**config.mk**
```make
export PLATFORM = sky130hd
export DESIGN_NAME = ise_pixel_feeder
export DESIGN_NICKNAME = d
export VERILOG_FILES = /design/src/rtl/ise_pkg.sv /design/src/rtl/ise_pixel_skid.sv /design/src/rtl/ise_pixel_feeder.sv
export SDC_FILE = /design/constraint.sdc
export NUM_CORES = 1
export LEC_CHECK = 0
export CAP_MARGIN = 20
export CORE_ASPECT_RATIO = 0.7
export CORE_MARGIN = 5
export CORE_UTILIZATION = 50
export CTS_BUF_LIST = sky130_fd_sc_hd__clkbuf_4 sky130_fd_sc_hd__clkbuf_8
export CTS_CLUSTER_SIZE = 25
export DETAILED_ROUTE_END_ITERATION = 6
export GPL_ROUTABILITY_DRIVEN = 0
export GPL_TIMING_DRIVEN = 1
export PLACE_DENSITY = 0.75
export SETUP_SLACK_MARGIN = 0.2
export SLEW_MARGIN = 20
export SYNTH_ARGS = -nofsm -noshare
export SYNTH_HDL_FRONTEND = slang
export SYNTH_SLANG_ARGS = --single-unit
```
**constraint.sdc**
```tcl
create_clock -name clk -period 5.3 [get_ports clk]
set_input_delay 0.795 -clock clk [delete_from_list [all_inputs] [get_ports clk]]
set_output_delay 0.795 -clock clk [all_outputs]
set_load 0.02 [all_outputs]
```
**src/rtl/ise_pkg.sv**
```systemverilog
// Shared definitions for the ISE pixel feeder.
// Holds the pixel and image-index widths, the per-image pixel limit and the
// feeder FSM state type.
package ise_pkg;

    localparam int unsigned PIXEL_W    = 24;
    localparam int unsigned IMG_IDX_W  = 5;
    localparam int unsigned MAX_PIXELS = 16384;
    // Wide enough to hold MAX_PIXELS-1 for any legal image size.
    localparam int unsigned PIX_CNT_W  = $clog2(MAX_PIXELS) + 1;

    typedef enum logic [1:0] {
        StIdle,
        StPrime,
        StSend
    } feeder_state_e;

endpackage

```
**src/rtl/ise_pixel_skid.sv**
```systemverilog
// One-entry skid buffer for pixel words.
// Catches read data that returns while the output stage is stalled, so that
// no in-flight memory word is lost.
// Ports:
//   clk_i, rst_ni : clock, asynchronous active-low reset
//   load_i        : capture data_i (takes priority over drain_i)
//   drain_i       : the held word is consumed this cycle
//   data_i        : incoming pixel word
//   valid_o       : buffer holds a word
//   data_o        : held pixel word
module ise_pixel_skid
    import ise_pkg::*;
(
    input  logic               clk_i,
    input  logic               rst_ni,
    input  logic               load_i,
    input  logic               drain_i,
    input  logic [PIXEL_W-1:0] data_i,
    output logic               valid_o,
    output logic [PIXEL_W-1:0] data_o
);

    logic               valid_q, valid_d;
    logic [PIXEL_W-1:0] data_q, data_d;

    always_comb begin
        valid_d = valid_q;
        data_d  = data_q;
        if (load_i) begin
            valid_d = 1'b1;
            data_d  = data_i;
        end else if (drain_i) begin
            valid_d = 1'b0;
        end
    end

    always_ff @(posedge clk_i or negedge rst_ni) begin
        if (!rst_ni) begin
            valid_q <= 1'b0;
            data_q  <= '0;
        end else begin
            valid_q <= valid_d;
            data_q  <= data_d;
        end
    end

    assign valid_o = valid_q;
    assign data_o  = data_q;

endmodule

```
**src/rtl/ise_pixel_feeder.sv**
```systemverilog
// Streams every pixel of NUM_IMAGES images from a synchronous pixel memory to
// a sorting engine with a valid/busy handshake.
// Ports:
//   clk, reset       : clock, asynchronous active-low reset
//   start            : begin a run (sampled in IDLE only)
//   mem_rd, mem_addr : read strobe and address; data returns one cycle later
//   mem_rdata        : read data
//   busy             : engine stall; a pixel transfers when pixel_valid & !busy
//   pixel_valid      : pixel_out / image_index_out carry a pixel
//   pixel_out        : {R,G,B} pixel, zero when not valid
//   image_index_out  : image of the current pixel, held when not valid
//   done             : one-cycle pulse after the final pixel transfers
module ise_pixel_feeder
    import ise_pkg::*;
#(
    parameter int unsigned PIXELS_PER_IMAGE = 16384,
    parameter int unsigned NUM_IMAGES       = 32,
    parameter int unsigned ADDR_W           = 19
) (
    input  logic                 clk,
    input  logic                 reset,
    input  logic                 start,
    output logic                 mem_rd,
    output logic [ADDR_W-1:0]    mem_addr,
    input  logic [PIXEL_W-1:0]   mem_rdata,
    input  logic                 busy,
    output logic                 pixel_valid,
    output logic [PIXEL_W-1:0]   pixel_out,
    output logic [IMG_IDX_W-1:0] image_index_out,
    output logic                 done
);

    // One extra bit so the read counter can reach the total without wrapping.
    localparam logic [ADDR_W:0]      TOTAL    = (ADDR_W+1)'(PIXELS_PER_IMAGE * NUM_IMAGES);
    localparam logic [PIX_CNT_W-1:0] LAST_PIX = PIX_CNT_W'(PIXELS_PER_IMAGE - 1);
    localparam logic [IMG_IDX_W-1:0] LAST_IMG = IMG_IDX_W'(NUM_IMAGES - 1);

    feeder_state_e        state_q, state_d;
    logic [ADDR_W:0]      rd_addr_q, rd_addr_d;
    logic                 rd_vld_q, rd_vld_d;
    logic                 out_valid_q, out_valid_d;
    logic [PIXEL_W-1:0]   out_pix_q, out_pix_d;
    logic [IMG_IDX_W-1:0] out_idx_q, out_idx_d;
    logic                 out_last_q, out_last_d;
    logic [PIX_CNT_W-1:0] ld_pix_q, ld_pix_d;
    logic [IMG_IDX_W-1:0] ld_img_q, ld_img_d;
    logic                 done_q, done_d;

    logic               skid_valid;
    logic [PIXEL_W-1:0] skid_data;
    logic               accept, out_free, room, skid_load, skid_drain;
    logic [1:0]         occ;

    assign accept   = out_valid_q & ~busy;
    assign out_free = ~out_valid_q | accept;
    // Words held or in flight; a new read is allowed only if the output
    // register plus the skid entry can still absorb it after this edge.
    assign occ      = {1'b0, out_valid_q} + {1'b0, skid_valid} + {1'b0, rd_vld_q};
    assign room     = (occ < 2'd2) | ((occ == 2'd2) & accept);
    assign skid_load  = rd_vld_q & (~out_free | skid_valid);
    assign skid_drain = out_free & skid_valid;

    ise_pixel_skid u_skid (
        .clk_i   (clk),
        .rst_ni  (reset),
        .load_i  (skid_load),
        .drain_i (skid_drain),
        .data_i  (mem_rdata),
        .valid_o (skid_valid),
        .data_o  (skid_data)
    );

    always_comb begin
        state_d     = state_q;
        rd_addr_d   = rd_addr_q;
        mem_rd      = 1'b0;
        out_valid_d = out_valid_q;
        out_pix_d   = out_pix_q;
        out_idx_d   = out_idx_q;
        out_last_d  = out_last_q;
        ld_pix_d    = ld_pix_q;
        ld_img_d    = ld_img_q;
        done_d      = 1'b0;

        // Output stage: the skid entry is older than the word arriving now.
        if (out_free) begin
            out_valid_d = skid_valid | rd_vld_q;
            if (skid_valid | rd_vld_q) begin
                out_pix_d  = skid_valid ? skid_data : mem_rdata;
                out_idx_d  = ld_img_q;
                out_last_d = (ld_pix_q == LAST_PIX) && (ld_img_q == LAST_IMG);
                if (ld_pix_q == LAST_PIX) begin
                    ld_pix_d = '0;
                    ld_img_d = ld_img_q + IMG_IDX_W'(1);
                end else begin
                    ld_pix_d = ld_pix_q + PIX_CNT_W'(1);
                end
            end
        end

        unique case (state_q)
            StIdle: begin
                // done_q marks the cycle right after a run ends.
                if (start && !done_q) begin
                    state_d    = StPrime;
                    rd_addr_d  = '0;
                    ld_pix_d   = '0;
                    ld_img_d   = '0;
                    out_last_d = 1'b0;
                end
            end
            StPrime: begin
                mem_rd  = 1'b1;
                state_d = StSend;
            end
            StSend: begin
                mem_rd = (rd_addr_q < TOTAL) && room;
                if (accept && out_last_q) begin
                    state_d = StIdle;
                    done_d  = 1'b1;
                end
            end
            default: state_d = StIdle;
        endcase

        if (mem_rd) begin
            rd_addr_d = rd_addr_q + (ADDR_W+1)'(1);
        end
        rd_vld_d = mem_rd;
    end

    always_ff @(posedge clk or negedge reset) begin
        if (!reset) begin
            state_q     <= StIdle;
            rd_addr_q   <= '0;
            rd_vld_q    <= 1'b0;
            out_valid_q <= 1'b0;
            out_pix_q   <= '0;
            out_idx_q   <= '0;
            out_last_q  <= 1'b0;
            ld_pix_q    <= '0;
            ld_img_q    <= '0;
            done_q      <= 1'b0;
        end else begin
            state_q     <= state_d;
            rd_addr_q   <= rd_addr_d;
            rd_vld_q    <= rd_vld_d;
            out_valid_q <= out_valid_d;
            out_pix_q   <= out_pix_d;
            out_idx_q   <= out_idx_d;
            out_last_q  <= out_last_d;
            ld_pix_q    <= ld_pix_d;
            ld_img_q    <= ld_img_d;
            done_q      <= done_d;
        end
    end

    assign mem_addr        = mem_rd ? rd_addr_q[ADDR_W-1:0] : '0;
    assign pixel_valid     = out_valid_q;
    assign pixel_out       = out_valid_q ? out_pix_q : '0;
    assign image_index_out = out_idx_q;
    assign done            = done_q;

endmodule

```
=== Yosys cells after proc, flatten, opt, wreduce, memory -nomap -nowiden ===
Cells that the tools add are included.
Widths: inputs -> output; s select.

* $add $sub $neg: 5
* Order comparisons: 2
* Eq/ne operators: 7
* Muxes and demuxes: 28
* Bitwise operators: 11
* Reduce and logical (&&, ||, !) cells: 12

{| class="wikitable"
|+ Operator list
! cell !! count
|-
| $mux 15 || 5
|-
| $mux 20 || 3
|-
| $mux 24 || 2
|-
| $mux 5 || 5
|-
| $add 20x1->20 const B || 1
|-
| $lt 20x20->1 const B || 1
|-
| $mux 19 || 1
|-
| $add 15x1->15 const B || 1
|-
| $eq 15x14->1 const B || 1
|-
| $mux 1 || 8
|-
| $pmux 2 s3 || 1
|-
| $reduce_and 2->1 || 3
|-
| $reduce_bool 2->1 || 3
|-
| $add 5x1->5 const B || 1
|-
| $eq 5x5->1 const B || 1
|-
| $and 1x1->1 || 4
|-
| $eq 2x2->1 const B || 2
|-
| $logic_and 1x1->1 || 4
|-
| $mux 2 || 2
|-
| $ne 2x2->1 const B || 2
|-
| $or 1x1->1 || 4
|-
| $not 1->1 || 3
|-
| $add 1x1->2 || 1
|-
| $add 2x1->2 || 1
|-
| other kinds (5) || 5
|}

* Flip-flop bits (word level): 100
* Input port bits: 28
* Output and inout port bits: 51
* Logic and storage cells: 77

=== Depth between registers and ports, before layout ===
Gate-level depths: netlist of run 1.

* Word-level depth: 9
* Mapped depth: 9
* Depth with buffers taken out: 7

=== Hierarchy ===
From an unflattened synthesis of run 1, not the netlist that was laid out.

* Cells, all modules: 486
* Area, all modules: 5023.6 µm²

{| class="wikitable"
|+ By module, submodules not included
! module !! times used !! cells an instance !! area each (µm²) !! sequential area each (µm²)
|-
| ise_pixel_feeder || 1 || 432 || 3993.8 || 1876.8
|-
| ise_pixel_skid || 1 || 54 || 1029.7 || 625.6
|}

=== Worst setup path before layout of run 1 ===
Ideal clock, no wire load.

* Path kind: reg-to-output
* Start point: register out_valid_q, in the netlist pixel_valid
* End point: output port mem_addr[10]
* Arrival: 2.605 ns
* Required time: 4.505 ns
* Setup slack: 1.900 ns
* Cell stages (with the launch flop): 9
* Buffers on the path: 2
* Path through: dfrtp_1 clkbuf_1 inv_1 fa_1 or2_2 o221ai_1 inv_2 clkbuf_1 and2_1

* Cells in the longest elaborated chain, start to end: 8
* Elaborated cells on any way between the ends: 10

{| class="wikitable"
|+ Ends and longest elaborated chain
! element !! RTL line !! source
|-
| start: declaration || ise_pixel_feeder.sv:41 || <nowiki>logic out_valid_q, out_valid_d;</nowiki>
|-
| start signal: assignment || ise_pixel_feeder.sv:148 || <nowiki>out_valid_q <= out_valid_d;</nowiki>
|-
| $add 1x1->2 || ise_pixel_feeder.sv:58 || <nowiki>assign occ = {1'b0, out_valid_q} + {1'b0, skid_valid} + {1'b0, rd_vld_q};</nowiki>
|-
| $add 2x1->2 || ise_pixel_feeder.sv:58 ||
|-
| $eq 2x2->1 || ise_pixel_feeder.sv:59 || <nowiki>assign room = (occ < 2'd2) | ((occ == 2'd2) & accept);</nowiki>
|-
| $and 1x1->1 || ise_pixel_feeder.sv:59 ||
|-
| $or 1x1->1 * || ise_pixel_feeder.sv:59 ||
|-
| $logic_and 1x1->1 * || ise_pixel_feeder.sv:117 || <nowiki>mem_rd = (rd_addr_q < TOTAL) && room;</nowiki>
|-
| $pmux 1 s2 * || ise_pixel_feeder.sv:101 || <nowiki>unique case (state_q)</nowiki>
|-
| net mem_rd || ise_pixel_feeder.sv:23 || <nowiki>output logic mem_rd,</nowiki>
|-
| $mux 19 * || ise_pixel_feeder.sv:158 || <nowiki>assign mem_addr = mem_rd ? rd_addr_q[ADDR_W-1:0] : '0;</nowiki>
|-
| end: declaration || ise_pixel_feeder.sv:24 || <nowiki>output logic [ADDR_W-1:0] mem_addr,</nowiki>
|}

Mark *: on every way through the listed nets, which the timed path passes. The rest lies on a longest branch.

=== Worst setup path after layout of run 1 ===
* Start point: register rd_vld_q
* End point: output port mem_addr[5]

* Cells in the longest elaborated chain, start to end: 7
* Elaborated cells on any way between the ends: 8

{| class="wikitable"
|+ Ends and longest elaborated chain
! element !! RTL line !! source
|-
| start: declaration || ise_pixel_feeder.sv:40 || <nowiki>logic rd_vld_q, rd_vld_d;</nowiki>
|-
| start signal: assignment || ise_pixel_feeder.sv:147 || <nowiki>rd_vld_q <= rd_vld_d;</nowiki>
|-
| $add 2x1->2 * || ise_pixel_feeder.sv:58 ||
|-
| $eq 2x2->1 || ise_pixel_feeder.sv:59 ||
|-
| $and 1x1->1 || ise_pixel_feeder.sv:59 ||
|-
| $or 1x1->1 * || ise_pixel_feeder.sv:59 ||
|-
| $logic_and 1x1->1 * || ise_pixel_feeder.sv:117 ||
|-
| $pmux 1 s2 * || ise_pixel_feeder.sv:101 ||
|-
| $mux 19 * || ise_pixel_feeder.sv:158 ||
|}

Every way passes the cells marked *; elsewhere a longest branch is shown, timed or not.

==> results of run 1 <==
==> cell usage in the layout, fill, tap and decap left out, types with 2 or more instances in the layout <==
| cell | instances |
|---|---|
| dfrtp_1 | 100 |
| clkdlybuf4s50_1 | 77 |
| nand2_1 | 68 |
| and2_1 | 41 |
| mux2i_1 | 38 |
| o21ai_0 | 36 |
| mux2_2 | 26 |
| nor2_1 | 19 |
| nand3_1 | 15 |
| inv_1 | 14 |
| a21oi_1 | 13 |
| nand4_1 | 10 |
| a31oi_1 | 10 |
| clkbuf_8 | 9 |
| nor4_1 | 7 |
| ha_1 | 7 |
| buf_4 | 7 |
| and3_1 | 6 |
| xnor2_1 | 5 |
| or4_1 | 4 |
| xor2_1 | 4 |
| a41oi_1 | 4 |
| inv_6 | 4 |
| or2_2 | 3 |
| nor3_1 | 3 |
| and4_1 | 3 |
| o221ai_1 | 2 |
| nand4_2 | 2 |
| a211oi_1 | 2 |
| o211a_1 | 2 |
| o31ai_1 | 2 |
| o31a_1 | 2 |
| o22a_1 | 2 |
| a31o_2 | 2 |
| o21bai_1 | 2 |
==> final cells by class <==
| class | count | area [µm²] | area share |
|---|---|---|---|
| clock buffers | 9 | 124 | 0.0203 |
| clock inverters | 7 | 56.3 | 0.00922 |
| inverters | 15 | 56.3 | 0.00922 |
| multi-input cells | 355 | 2380 | 0.390 |
| flip-flops and latches | 100 | 2500 | 0.410 |
| well taps | 128 | 160 | 0.0262 |
| repair buffers | 84 | 823 | 0.135 |
==> through the flow <==
stage               hold slack, ns  total power, mW   util  cells
finish                       0.454             2.48  0.626    698
detailed placement           0.446             2.05  0.607    682
floorplan                    0.424             1.71      -    499
CTS                          0.465             2.52  0.626    698
global route                 0.498             2.68  0.626    698
global placement             0.441             2.01  0.607    682
==> cells by family after synthesis <==
group	count (synthesis)	synth area share
mux	64	0.134
fa+ha+maj	8	0.0214
simple gates	190	0.195
buf+inv	44	0.0338
compound gates	84	0.103
flops	100	0.497
xor+xnor	9	0.0157
==> report_power, final <==
part | internal, mW | total, mW | switching [mW]
Sequential | 0.972 | 1.09 | 0.116
Combinational | 0.408 | 0.940 | 0.531
Clock | 0.177 | 0.456 | 0.279
Total | 1.56 | 2.48 | 0.927
==> state kept, by name, indices dropped and copies added (netlist names) <==
| register | flops |
|---|---|
| out_last_q | 1 |
| rd_addr_q | 20 |
| u_skid.valid_o | 1 |
| ld_img_q | 5 |
| rd_vld_q | 1 |
| image_index_out | 5 |
| done | 1 |
| state_q | 2 |
| out_pix_q | 24 |
| ld_pix_q | 15 |
| u_skid.data_o | 24 |
| pixel_valid | 1 |
==> how the worst max path moves through the flow <==
stage / end / slack (ns) / cells past startpoint / startpoint
after floorplan: mem_addr[10] / 1.90 / 8 / pixel_valid
after global placement: mem_addr[14] / 1.26 / 7 / busy
after detailed placement: mem_addr[5] / 1.19 / 7 / busy
after CTS: mem_addr[5] / 1.15 / 8 / rd_vld_q
after global routing: mem_addr[10] / 0.96 / 8 / rd_vld_q
final: mem_addr[5] / 1.17 / 8 / rd_vld_q
==> layer usage <==
metal / global-route usage / vias up / share of wire
li1: - / 1891 / -
met1: 0.274 / 1928 / 0.46
met2: 0.306 / 78 / 0.48
met3: 0.0528 / 9 / 0.053
met4: 0.0424 / 0 / 0.0091
met5: 0 / - / 0
==> critical path, delay by kind of cell (launching register included) <==
kind            cells  cell delay, ns
flops               1            0.47
compound gates      1            0.11
simple gates        2            0.38
buf+inv             4            1.46
fa+ha+maj           1            0.52
==> flow_metrics.env, run 1 <==
export IMPL_cts_sink_count=100
export IMPL_cts_setup_buffers=0
export IMPL_start_kind="register"
export IMPL_timing_slew_headroom=0.279
export IMPL_setup_violations_final=0
export IMPL_synth_cell_types=49
export IMPL_ys_seq_area_frac=0.497
export IMPL_antenna_found_initial=0
export IMPL_path_cells="inv_1 > fa_1 > and3b_1 > o221ai_1 > buf_4 > inv_2 > and2_1 > clkdlybuf4s50_1"
export IMPL_hold_viol_final=0
export IMPL_power_density_mw_per_mm2=407
export IMPL_cp_required_ns=4.51
export IMPL_async_flop_share=1.00
export IMPL_grt_start_max_net_pins=65
export IMPL_slowest_delay_ns=0.62
export IMPL_r2r_cells=8
export IMPL_final_nets=601
export IMPL_yosysTopAreaCellShare=0.497
export IMPL_drive_gt1_frac=0.109
export IMPL_synth_seq_cells=100
export IMPL_final_setup_tns_ns=0
export IMPL_place_hpwl_mm=7.73
export IMPL_die_width_um=130
export IMPL_clock_latency_ns=0.37
export IMPL_power_leakage_nw=2.55
export IMPL_cp_max_fo=46
export IMPL_dieArea_mm2=0.0122
export IMPL_dp_slack_ns=1.19
export IMPL_stdcell_area_mm2=0.00611
export IMPL_path_class="reg2out"
export IMPL_grt_usage=0.196
export IMPL_avgSynthCellArea_um2=10.1
export IMPL_start_util=0.516
export IMPL_postRouteWirelength_mm=11.2
export IMPL_wl_per_cell_um=16.0
export IMPL_cts_tree="yes"
export IMPL_r2r_end="rd_addr_q[17]"
export IMPL_fill_cells=828
export IMPL_vias_per_cell=5.60
export IMPL_synth_top_area_cell="dfrtp_1"
export IMPL_coreArea_mm2=0.00976
export IMPL_routed_via_count=3906
export IMPL_rsz0062_at_grt="false"
export IMPL_initialDrtViolationCount=337
export IMPL_arrival_ns=3.34
export IMPL_area_growth_pct=21.3
export IMPL_min_period_ns=4.13
export IMPL_clockRootBuffer="clkbuf_8"
export IMPL_firstDrtPassIters=4
export IMPL_status="complete, no violations"
export IMPL_cts_buffer_depth=2
export IMPL_cts_hold_buf=0
export IMPL_drc=0
export IMPL_peakVddDrop_v=0.000193
export IMPL_numPortBuffers=78
export IMPL_path_clk_slew_ns=0.10
export IMPL_diodes=0
export IMPL_grt_pass1_vias=3903
export IMPL_post_synth_top_count_cell="dfrtp_1"
export IMPL_io_pins=79
export IMPL_htreeDepth=3
export IMPL_grt_remaining_overflow=0
export IMPL_slew_viol_final=0
export IMPL_post_cts_resized=0
export IMPL_placed_area_mm2=0.00592
export IMPL_fin_worst_skew_ns=0.0116
export IMPL_hp_class="in2async"
export IMPL_ant_nets=0
export IMPL_end_kind="output port"
export IMPL_yosys_top_cells_count="100 x dfrtp_1, 68 x nand2_1, 41 x and2_1"
export IMPL_die_h_um=94.0
export IMPL_cp_slowest_cell="clkdlybuf4s50_1"
export IMPL_cap_violations=0
export IMPL_worstMarginPinSlew_ns=1.08
export IMPL_synthFlopType="dfrtp_1"
export IMPL_r2r_start="rd_vld_q"
export IMPL_synthTopCellsByArea="dfrtp_1 50%, mux2i_1 7.6%, mux2_2 5.8%"
export IMPL_synth_edff_count=0
export IMPL_grt_pass1_wl_mm=19.2
export IMPL_yosys_warnings=0
export IMPL_worst_slack_ns=1.17
export IMPL_r2r_slack_ns=2.68
export IMPL_rows=30
export IMPL_cts_buffers=9
export IMPL_synth_fp_nets=535
export IMPL_max_freq_ghz=0.242
export IMPL_syn_inst=499
export IMPL_fin_crit_sh=0.780
export IMPL_syn_cell_area_mm2=0.00504
No activity file was read; power rests on OpenSTA's default activity.
==> run 2: changes to the inputs <==
clock period = 4 ns   (was 5.3 ns; I/O delays follow)
==> run 2 against run 1 <==
Worst setup slack got worse by 0.70 ns. Register-to-register slack got worse by 1.0 ns. Largest power group unchanged. Highest routed layer unchanged. Critical endpoint is now mem_addr[10]. Sequential power grew 33%. Flip-flop and latch count unchanged. Clock power increased by 71%. Critical path depth is 1 lower.
==> flow_metrics.env, run 2 (synthesis gave the netlist of run 1 again) <==
export IMPL_r2r_end="ld_pix_q[10]"
export IMPL_diodes=0
export IMPL_setup_violations_final=0
export IMPL_worstMarginPinSlew_ns=0.972
export IMPL_grt_pass1_wl_mm=19.5
export IMPL_postRouteWirelength_mm=11.5
export IMPL_power_density_mw_per_mm2=566
export IMPL_firstDrtPassIters=4
export IMPL_multi_input_area_mm2=0.00238
export IMPL_grt_usage=0.201
export IMPL_path_clk_slew_ns=0.10
export IMPL_htreeDepth=3
export IMPL_slew_viol_final=0
export IMPL_mostFrequentLayoutCell="dfrtp_1"
export IMPL_r2r_start="u_skid.valid_o"
export IMPL_die_h_um=94.0
export IMPL_wl_per_cell_um=16.4
export IMPL_cts_buffer_depth=2
export IMPL_hp_class="in2async"
export IMPL_ant_nets=0
export IMPL_timing_slew_headroom=0.346
export IMPL_cap_violations=0
export IMPL_drive_gt1_frac=0.112
export IMPL_cp_required_ns=3.40
export IMPL_dieArea_mm2=0.0122
export IMPL_rsz0062_at_grt="false"
export IMPL_io_pins=79
export IMPL_grt_pass1_vias=3975
export IMPL_clock_latency_ns=0.37
export IMPL_fill_cells=818
export IMPL_coreArea_mm2=0.00976
export IMPL_routed_via_count=3916
export IMPL_numPortBuffers=78
export IMPL_area_growth_pct=23.3
export IMPL_start_kind="register"
export IMPL_clockRootBuffer="clkbuf_8"
export IMPL_vias_per_cell=5.59
export IMPL_mostFrequentLayoutCells="100 x dfrtp_1, 77 x clkdlybuf4s50_1, 68 x nand2_1"
export IMPL_r2r_cells=6
export IMPL_rows=30
export IMPL_placed_area_mm2=0.00595
export IMPL_place_hpwl_mm=8.05
export IMPL_power_leakage_nw=2.59
export IMPL_fin_worst_skew_ns=0.00592
export IMPL_initialDrtViolationCount=250
export IMPL_max_freq_ghz=0.283
export IMPL_holdWs_ns=0.188
export IMPL_final_nets=604
export IMPL_end_kind="output port"
export IMPL_cts_setup_buffers=0
export IMPL_drc=0
export IMPL_cts_tree="yes"
export IMPL_r2r_slack_ns=1.67
export IMPL_cts_hold_buf=0
export IMPL_die_width_um=130
export IMPL_antenna_found_initial=0
export IMPL_stdcell_area_mm2=0.00621
export IMPL_cts_sink_count=100
export IMPL_arrival_ns=2.94
export IMPL_fin_crit_sh=0.884
export IMPL_cts_buffers=9
export IMPL_path_class="reg2out"
export IMPL_min_period_ns=3.54
export IMPL_status="complete, no violations"
export IMPL_cp_max_fo=46
export IMPL_grt_remaining_overflow=0
export IMPL_power_mw=3.51
export IMPL_hold_viol_final=0
export IMPL_start_util=0.516
export IMPL_seqCellArea_mm2=0.00250
export IMPL_grt_start_max_net_pins=61
export IMPL_final_setup_tns_ns=0
export IMPL_peakVddDrop_v=0.000274
run 2: power by group:
part / total [mW] / leakage (nW) / internal [mW] / switching (mW)
combinational: 1.29 / 1.18 / 0.566 / 0.719
clock: 0.779 / 0.116 / 0.420 / 0.360
sequential: 1.45 / 1.30 / 1.29 / 0.157
run 2: through the flow:
stage | worst slack, ns | util | std cells
2_1_floorplan | 0.795 | - | 499
3_3_place_gp | 0.512 | 0.609 | 685
3_5_place_dp | 0.458 | 0.609 | 685
4_1_cts | 0.346 | 0.635 | 701
5_1_grt | 0.261 | 0.636 | 701
6_report | 0.463 | 0.636 | 701
run 2: area by class of cell:
cell class / instances / area share
Timing Repair Buffer: 87 / 0.136
Clock buffer: 9 / 0.0200
Tap cell: 128 / 0.0258
Sequential cell: 100 / 0.403
Multi-Input combinational cell: 355 / 0.384
Inverter: 15 / 0.0113
Clock inverter: 7 / 0.0198
run 2: what timing repair did:
item / 4_1_cts / 5_1_grt
gates resized for setup: 1 / 2
endpoints found under the setup margin: 6 / 3
pin swaps: 0 / 0
run 2: worst max path at each step:
stage                     start      endpoint  slack (ns)  cells after the start
global route           rd_vld_q  mem_addr[10]        0.26                      7
detailed placement         busy  mem_addr[10]        0.46                      6
finish                 rd_vld_q  mem_addr[10]        0.46                      7
floorplan           pixel_valid  mem_addr[10]        0.80                      8
global placement           busy  mem_addr[12]        0.51                      6
CTS                    rd_vld_q  mem_addr[10]        0.35                      7
run 2: per-layer routing:
layer  global-route usage  part of all wire  vias to the layer above
li1                     -                 -                     1893
met1                0.264              0.45                     1925
met2                0.327              0.50                       85
met3               0.0517             0.047                       13
met4               0.0657            0.0099                        0
met5                    0                 0                        -
run 2: worst max-delay path, cell delays in order, from the launching register on:
cell and delay, ns:
dfrtp_1 0.47, inv_1 0.11, fa_1 0.52, and3b_1 0.16
o221ai_1 0.14, bufinv_8 0.36, and2_1 0.18, clkdlybuf4s50_1 0.61
